**config.mk**
```make
export PLATFORM = sky130hd
export DESIGN_NAME = sprite_scanner
export DESIGN_NICKNAME = d
export VERILOG_FILES = /design/src/rtl/sprite_scanner_pkg.sv /design/src/rtl/sprite_hit_check.sv /design/src/rtl/sprite_scanner.sv
export SDC_FILE = /design/constraint.sdc
export NUM_CORES = 1
export LEC_CHECK = 0
export ABC_AREA = 1
export BUFFER_PORTS_ARGS = -buffer_cell sky130_fd_sc_hd__buf_2
export CAP_MARGIN = 20
export CORE_MARGIN = 2
export CORE_UTILIZATION = 25
export DETAILED_ROUTE_END_ITERATION = 16
export PLACE_DENSITY = 0.5
export SLEW_MARGIN = 5
export SYNTH_ARGS = -nofsm -noshare
export SYNTH_HDL_FRONTEND = slang
export SYNTH_SLANG_ARGS = --single-unit
```
**constraint.sdc**
```tcl
create_clock -name clk_pixel -period 3.44 [get_ports clk_pixel]
set_clock_uncertainty 0.05 [all_clocks]
set_input_delay 0 -clock clk_pixel [delete_from_list [all_inputs] [get_ports clk_pixel]]
set_output_delay 0 -clock clk_pixel [all_outputs]
set_load 0.05 [all_outputs]
```
**src/rtl/sprite_scanner_pkg.sv**
```systemverilog
// Shared types and constants for the per-line sprite scanner: FSM encoding,
// sprite word field positions and default raster geometry.
package sprite_scanner_pkg;

  typedef enum logic [2:0] {
    StIdle,
    StFetch,
    StCheck,
    StArmed,
    StActive,
    StDone
  } state_e;

  // Sprite word layout: [29] enable, [28:19] x, [18:9] y, [8:0] memory offset.
  localparam int unsigned SprEnBit  = 29;
  localparam int unsigned SprXMsb   = 28;
  localparam int unsigned SprXLsb   = 19;
  localparam int unsigned SprYMsb   = 18;
  localparam int unsigned SprYLsb   = 9;
  localparam int unsigned SprOffMsb = 8;
  localparam int unsigned SprOffLsb = 0;

  localparam int unsigned SpriteSize = 20;
  localparam int unsigned HActive    = 640;
  localparam int unsigned VActive    = 480;

  function automatic logic [9:0] spr_x(input logic [31:0] word);
    return word[SprXMsb:SprXLsb];
  endfunction

  function automatic logic [9:0] spr_y(input logic [31:0] word);
    return word[SprYMsb:SprYLsb];
  endfunction

endpackage

```
**src/rtl/sprite_hit_check.sv**
```systemverilog
// Combinational test of one sprite word against the current raster position:
// vertical coverage (hit) and whether it can still be drawn whole (accept).
module sprite_hit_check
  import sprite_scanner_pkg::*;
#(
  parameter int unsigned SPRITE_SIZE = SpriteSize
) (
  input  logic [31:0] reg_data,
  input  logic [9:0]  pixel_x,
  input  logic [9:0]  pixel_y,
  input  logic [10:0] prev_end,
  output logic        hit,
  output logic        accept
);

  logic [10:0] spr_x11;
  logic [10:0] spr_y11;
  logic [10:0] spr_y_end;
  logic [10:0] px11;
  logic [10:0] py11;
  logic        unused_fields;

  // 11-bit arithmetic so y + SPRITE_SIZE never wraps near the bottom edge.
  assign spr_x11   = {1'b0, spr_x(reg_data)};
  assign spr_y11   = {1'b0, spr_y(reg_data)};
  assign spr_y_end = spr_y11 + 11'(SPRITE_SIZE);
  assign px11      = {1'b0, pixel_x};
  assign py11      = {1'b0, pixel_y};

  assign hit    = reg_data[SprEnBit] && (py11 >= spr_y11) && (py11 < spr_y_end);
  assign accept = hit && (spr_x11 > px11) && (spr_x11 >= prev_end);

  assign unused_fields = ^{reg_data[31:30], reg_data[SprOffMsb:SprOffLsb]};

endmodule

```
**src/rtl/sprite_scanner.sv**
```systemverilog
// Per-line sprite scanner: walks the sprite register file in index order and
// hands one whole, non-overlapping sprite at a time to the drawing stage.
module sprite_scanner
  import sprite_scanner_pkg::*;
#(
  parameter int unsigned NUM_SPRITES = 32,
  parameter int unsigned SPRITE_SIZE = SpriteSize,
  parameter int unsigned H_ACTIVE    = HActive,
  parameter int unsigned V_ACTIVE    = VActive,
  localparam int unsigned IdxW       = (NUM_SPRITES > 1) ? $clog2(NUM_SPRITES) : 1
) (
  input  logic            clk_pixel,
  input  logic            reset,
  input  logic [9:0]      pixel_x,
  input  logic [9:0]      pixel_y,
  output logic [IdxW-1:0] reg_address,
  input  logic [31:0]     reg_data,
  input  logic            counter_finished,
  output logic [31:0]     sprite_datas,
  output logic            sprite_on,
  output logic [5:0]      line_count
);

  state_e            state_q, state_d;
  logic [IdxW-1:0]   index_q, index_d;
  logic [10:0]       prev_end_q, prev_end_d;
  logic [31:0]       sprite_datas_q, sprite_datas_d;
  logic [5:0]        line_count_q, line_count_d;

  logic line_start;
  logic line_end;
  logic busy;
  logic last_idx;
  logic cand_accept;
  logic unused_hit;

  assign line_start = (pixel_x == '0) && ({1'b0, pixel_y} < 11'(V_ACTIVE));
  assign line_end   = (pixel_x == 10'(H_ACTIVE - 1));
  assign busy       = (state_q != StIdle) && (state_q != StDone);
  assign last_idx   = (index_q == IdxW'(NUM_SPRITES - 1));

  // accept already includes hit; hit is only exposed by the checker.
  sprite_hit_check #(
    .SPRITE_SIZE(SPRITE_SIZE)
  ) u_hit_check (
    .reg_data(reg_data),
    .pixel_x (pixel_x),
    .pixel_y (pixel_y),
    .prev_end(prev_end_q),
    .hit     (unused_hit),
    .accept  (cand_accept)
  );

  always_comb begin
    state_d        = state_q;
    index_d        = index_q;
    prev_end_d     = prev_end_q;
    sprite_datas_d = sprite_datas_q;
    line_count_d   = line_count_q;
    sprite_on      = (state_q == StActive);

    if (line_start) begin
      state_d      = StFetch;
      index_d      = '0;
      prev_end_d   = '0;
      line_count_d = '0;
    end else if (line_end && busy) begin
      state_d = StDone;
    end else begin
      unique case (state_q)
        StFetch: state_d = StCheck;
        StCheck: begin
          if (cand_accept) begin
            sprite_datas_d = reg_data;
            prev_end_d     = {1'b0, spr_x(reg_data)} + 11'(SPRITE_SIZE);
            state_d        = StArmed;
          end else if (last_idx) begin
            state_d = StDone;
          end else begin
            index_d = index_q + IdxW'(1);
            state_d = StFetch;
          end
        end
        StArmed: begin
          // Raise sprite_on in the very cycle the beam reaches the sprite.
          if (pixel_x == spr_x(sprite_datas_q)) begin
            sprite_on = 1'b1;
            state_d   = StActive;
          end
        end
        StActive: begin
          if (counter_finished) begin
            if (line_count_q != 6'd63) begin
              line_count_d = line_count_q + 6'd1;
            end
            if (last_idx) begin
              state_d = StDone;
            end else begin
              index_d = index_q + IdxW'(1);
              state_d = StFetch;
            end
          end
        end
        default: ;
      endcase
    end
  end

  always_ff @(posedge clk_pixel) begin
    if (reset) begin
      state_q        <= StIdle;
      index_q        <= '0;
      prev_end_q     <= '0;
      sprite_datas_q <= '0;
      line_count_q   <= '0;
    end else begin
      state_q        <= state_d;
      index_q        <= index_d;
      prev_end_q     <= prev_end_d;
      sprite_datas_q <= sprite_datas_d;
      line_count_q   <= line_count_d;
    end
  end

  assign reg_address  = index_q;
  assign sprite_datas = sprite_datas_q;
  assign line_count   = line_count_q;

endmodule

```
* After elaboration in Yosys (flattened, before gate mapping) *
Cells that the tools add are included.

storage, ports and cells
  bits in registers = 57
  bits of input ports = 55
  bits in latches = 0
  memory bits (read-only) = 0
  word-level logic and storage cells = 71
  memories = 0
  memory bits (writable) = 0

cells by class
  multiplexer cells = 15
  add/subtract/negate cells = 4
  equal/unequal tests = 16
  div/mod/pow operators = 0
  multipliers = 0
  bitwise gates (word level) = 2
  shifts and indexed selects = 0
  order comparisons = 5
  reductions and logical operators = 22

operators by type and width
  cell                                                          number
  adder 10 x 5 -> 11 bit (second input constant)                2
  two-way mux 3 bit                                             5
  two-way mux 5 bit                                             3
  one-hot mux 3 bit (4 select lines)                            1
  AND reduction 3 bit                                           4
  AND reduction 4 bit                                           3
  greater-or-equal comparator 10 x 11 -> 1 bit                  1
  less-than comparator 10 x 11 -> 1 bit                         1
  equality test 10 bit                                          1
  equality test 10 bit (second input constant)                  1
  greater-or-equal comparator 10 bit                            1
  greater-than comparator 10 bit                                1
  zero test 10 bit                                              1
  less-than comparator 10 x 9 -> 1 bit (second input constant)  1
  one-hot mux 5 bit (2 select lines)                            1
  logical AND 1 bit                                             7
  adder 6 x 1 -> 6 bit (second input constant)                  1
  equality test 3 x 2 -> 1 bit (second input constant)          2
  != test 2 bit (second input constant)                         3
  != test 3 bit (second input constant)                         2
  != test 6 bit (second input constant)                         1
  nonzero test 6 bit                                            1
  adder 5 x 1 -> 5 bit (second input constant)                  1
  equality test 5 bit (second input constant)                   1
  other kinds (13)                                              18

* Depth between registers and ports, before layout *
  word-level depth = 9
  depth in mapped cells = 18

* Modules after synthesis *
A second synthesis with hierarchy kept.

second synthesis, totals
  cells, all modules = 565
  area, all modules = 3947.5 sq um

modules (own cells, without submodules)
  module            times used  area an instance (sq um)  sequential area each (sq um)  cells each
  sprite_scanner    1           2751.4                    1141.1                        371
  sprite_hit_check  1           1196.1                    0.0                           194

* Worst setup path after synthesis *
No wires, ideal clock.

  path kind = input -> register
  start point = input port reg_data[11]
  end point = register sprite_datas_q[25] (netlist: sprite_datas[25])
  library setup time = 0.064 ns
  required time = 3.326 ns
  stages on the path = 16
  slack = 1.426 ns
  arrival = 1.899 ns
  cells stage by stage = ha_1 nor2_1 nor2_2 xor2_1 ha_1 a21o_1 nor2_1 nand2_1 nand2_1 nand2_1 nand2_1 nand4_4 nor2_4 buf_6 nor2_1 nor2_1

on the way
  cells in the longest elaborated chain, start to end = 6
  elaborated cells between the ends (all ways) = 8

ends and longest elaborated chain
  what                                                                                 RTL line                                        text
  start: declaration                                                                   sprite_scanner.sv:17                            input logic [31:0] reg_data,
  adder 10 x 5 -> 11 bit / greater-or-equal comparator 10 bit (equally long branches)  sprite_hit_check.sv:26, sprite_hit_check.sv:30
  less-than comparator 10 x 11 -> 1 bit / logical AND 1 bit (equally long branches)    sprite_hit_check.sv:30                          assign hit = reg_data[SprEnBit] && (py11 >= spr_y11) && (py11 < spr_y_end);
  logical AND 1 bit (*)                                                                sprite_hit_check.sv:30
  logical AND 1 bit (*) (2 in series)                                                  sprite_hit_check.sv:31                          assign accept = hit && (spr_x11 > px11) && (spr_x11 >= prev_end);
  AND reduction 4 bit (no source line) (*)                                             --
  end signal: assignment                                                               sprite_scanner.sv:120                           sprite_datas_q <= sprite_datas_d;
  end: declaration                                                                     sprite_scanner.sv:27                            logic [31:0] sprite_datas_q, sprite_datas_d;

Mark *: on every way between the ends. The rest lies on a longest branch, timed or not.
A chain may end at the register's enable or synchronous reset.

* Worst setup path in the final report *
  start point = input port reg_data[12]
  end point = register sprite_datas_q[14] (netlist: sprite_datas[14])

Same word-level chain as after synthesis.

==> impl_results.md <==
- Status: complete, no violations
- CORE AREA: approximately 0.016 sq mm
- Later-pin clock latency in the skew report: ~340 ps
- Via count of the first global-routing pass: 4065
- Worst ir drop on vdd: 0.000226 V
- Gate count of the mapped netlist: 633
- Horizontal extent of the die: 132 microns
- Final setup violation count: 0
- Ranking of synthesized cells by area: dfxtp_1 28%, ha_1 13%, nand2_1 12%
- Via/cell ratio: between 4 and 5
- Fin util: 0.331
- Highest-delay cell along the critical path: dlygate4sd3_1
- Final HPWL DP: approximately 9000 microns
- Number of iterations in the first detailed-routing pass: 4
- Number of design rule violations left after detail routing: 0
- Ratio of cells with drive above 1 in the final layout: 0.177
- Power per unit of standard cell area: 352 mW/mm^2
- WL per Instance: approximately 12 microns
- Worst hold slack: between 15 and 20 ps
- Fraction of post-synthesis cell area in the top cell type by area: 0.279
- Leading area contributor after synthesis: dfxtp_1
- Clock tree from TritonCTS: built
- Yosys warns: 0
- Vertical die dimension: 132 microns
- GRT Overall Usage: 0.142
- Most common cell type on the critical path: nand2_1
- Post-synthesis cell type count: 30
- Sequential cell area fraction in the yosys report: 0.279
- Count of boundary I/O pins: ~100
- Register area: 0.00114 sq mm
- Combined area of all synthesized cells: 0.00408 sq mm
- Post-Place Setup Slack: 809 ps
- Cell-by-cell listing of the critical path: dlygate4sd3_1 -> buf_2 -> ha_1 -> nor2_1 -> nor2_2 -> xor2_1 -> ha_1 -> a21o_1 -> nor2_1 -> nand2_1 -> nand2_1 -> nand2_1 -> nand2_1 -> nand3_1 -> nor2_2 -> buf_4 -> nand3_1 -> nand2_1 -> nor2_1
- Count of H-tree levels built during CTS: 3
- Via count: 4127
- Number of antenna violations at the first check in global routing: 0
- Residual antenna-violating net count after detailed routing: 0
- Post-route insts no fill: approximately 970
- Filler instances: roughly 1800
- Class of the most critical setup path: input pin to flip-flop
- Overflow left after global routing: 0
- Smallest setup slack after layout: 659 ps
- Clock root buffer: clkbuf_16
- Multi-input gate area in the final layout: between 0.002 and 0.0025 sq mm
- Arrival @ worst endpoint: between 2000 and 3000 ps
- Worst-path fanout max: 40
- Area added between synthesis and finish: 29.2%
- Final hold violation count: 0
- Clock Path Buffers: 2
- Slew of the pin with the lowest slew margin: roughly 1100 ps
- Iter 0 DRT Violations: 156
- Placed cell area: 0.00477 sq mm
- Number of nets in the final layout: 848
- Layout Cell Area excl Fill: 0.00527 sq mm
- Final critical path time including I/O delays and setup: 2780 ps
- Sort of element at the start of the critical path: input pin
- Number of sinks handled by clock tree synthesis: 57
- Final total power: about 1.9 mW
- Total number of placement rows: 46
- TritonCTS buffer count: 9
- Maximum capacitance violations: 0
- Setup repair after global routing missed its margin: false
- Number of antenna repair diodes: 0
- IO buf count: 98
- Number of post-CTS setup repair buffers: 0
- Syn avg cell area: ~6.4 sq um
- Pin count of the biggest net entering global routing: 41
- Critical path data required time: 3620 ps
- Sort of element at the end of the critical path: flip-flop
- Post-synthesis register bit count: 57
- Hold Crit Class: input pin to flip-flop
- Initial Util: 0.256
- Biggest cell delay along the critical path: 540 ps
- Normalized max-slew margin: 0.287
- Drt total wl: approximately 12000 microns
- Static leakage power: about 2.7 nW
- Number of cells in the design after placement: about 940
- Final critical-path share of the clock period: 0.808
- Slew Limit Fails: 0
- Final RePlAce weighted congestion: ~0.80
- Fmax: about 0.36 GHz
- Syn nets: approximately 730
- Area enclosed by the die boundary: 0.0174 sq mm
- Total Neg Setup Slack: 0 ps
- Wire length of the first global-routing pass: 19700 microns
- Clock input transition at the sequential cells of the worst setup and hold paths: 50 ps
[placed cells by master, fill, tap and decap left out, drive strengths merged]
| cell | count |
|---|---|
| a211oi | 1 |
| a21o | 4 |
| a21oi | 24 |
| a31oi | 2 |
| buf | 102 |
| bufinv | 1 |
| clkbuf | 14 |
| clkinv | 2 |
| dfxtp | 57 |
| dlygate4sd3 | 19 |
| ha | 43 |
| inv | 99 |
| nand2 | 135 |
| nand3 | 68 |
| nand4 | 9 |
| nor2 | 130 |
| nor3 | 8 |
| nor3b | 1 |
| nor4 | 3 |
| o21a | 1 |
| o21ai | 9 |
| o22ai | 1 |
| or2 | 2 |
| xor2 | 20 |
[final cells by class]
cell class / count / share of cell area
multi-input cells: 461 / 0.468
flip-flops and latches: 57 / 0.216
repair buffers: 121 / 0.135
inverters: 100 / 0.0712
clock buffers: 14 / 0.0520
well taps: 216 / 0.0512
clock inverters: 2 / 0.00664
[sequential cells by signal, indices dropped and copies added (netlist names)]
| register | count |
|---|---|
| sprite_datas | 32 |
| state_q | 3 |
| reg_address | 5 |
| prev_end_q | 11 |
| line_count | 6 |
[worst max-delay path: cells and delay by family]
family | cells | cell delay (ps)
xor gates and xnor gates | 1 | 140
buffers and inverters | 3 | 1060
adders and majority gates | 2 | 490
and+or+nand+nor | 12 | 1070
AOI/OAI and AO/OA | 1 | 160
[final timing paths]
path | start | endpoint | slack (ps) | depth (start not counted)
max | reg_data[12] | sprite_datas[14] | 660 | 19
min reg2reg | sprite_datas[9] | sprite_datas[9] | 420 | 2
min | reg_data[11] | sprite_datas[11] | 20 | 5
max reg2reg | prev_end_q[6] | sprite_datas[14] | 1130 | 12
[power by group]
| group | internal (mW) | switching (mW) | total, mW |
|---|---|---|---|
| clock network | 0.618 | 0.316 | 0.934 |
| registers | 0.661 | 0.0000553 | 0.661 |
| logic | 0.109 | 0.150 | 0.259 |
| total | 1.39 | 0.466 | 1.85 |
[kinds of logic (layout without fill, tap and decap cells)]
logic type,after synthesis,count (layout),share of synthesized area
simple gates,356,356,0.374
buf+inv,115,237,0.116
flops,57,57,0.279
fa+ha+maj,43,43,0.132
compound gates,42,42,0.0561
xor+xnor,20,20,0.0429
[layer usage]
layer / routed length [microns] / global-route usage / share of wire
met5: 0 / 0 / 0
met4: 206 / 0.0519 / 0.018
met3: 545 / 0.0373 / 0.046
met2: 5130 / 0.228 / 0.44
met1: 5880 / 0.182 / 0.50
[Yosys cell counts]
cell type and number:
nor3_1 8, nand3_2 2, nand4_4 1, buf_2 4
clkbuf_1 1, nand3_1 66, nor3b_1 1, o22ai_1 1
a21oi_1 24, a21o_1 4, nor4_1 3, nand4_1 8
buf_4 4, inv_1 94, or2_2 2, nor2_1 122
nor2_2 6, xor2_1 20, a211oi_1 1, inv_2 5
o21a_1 1, buf_1 3, clkinv_1 1, o21ai_0 9
ha_1 43, buf_6 3, dfxtp_1 57, nand2_1 135
a31oi_1 2, nor2_4 2
[repair_timing]
item | CTS | global route
endpoints found under the hold margin | 20 | 0
endpoints found under the setup margin | 0 | 0
resized for setup | 0 | 0
hold buffers | 19 | 0
(Power assumes the default switching activity.)
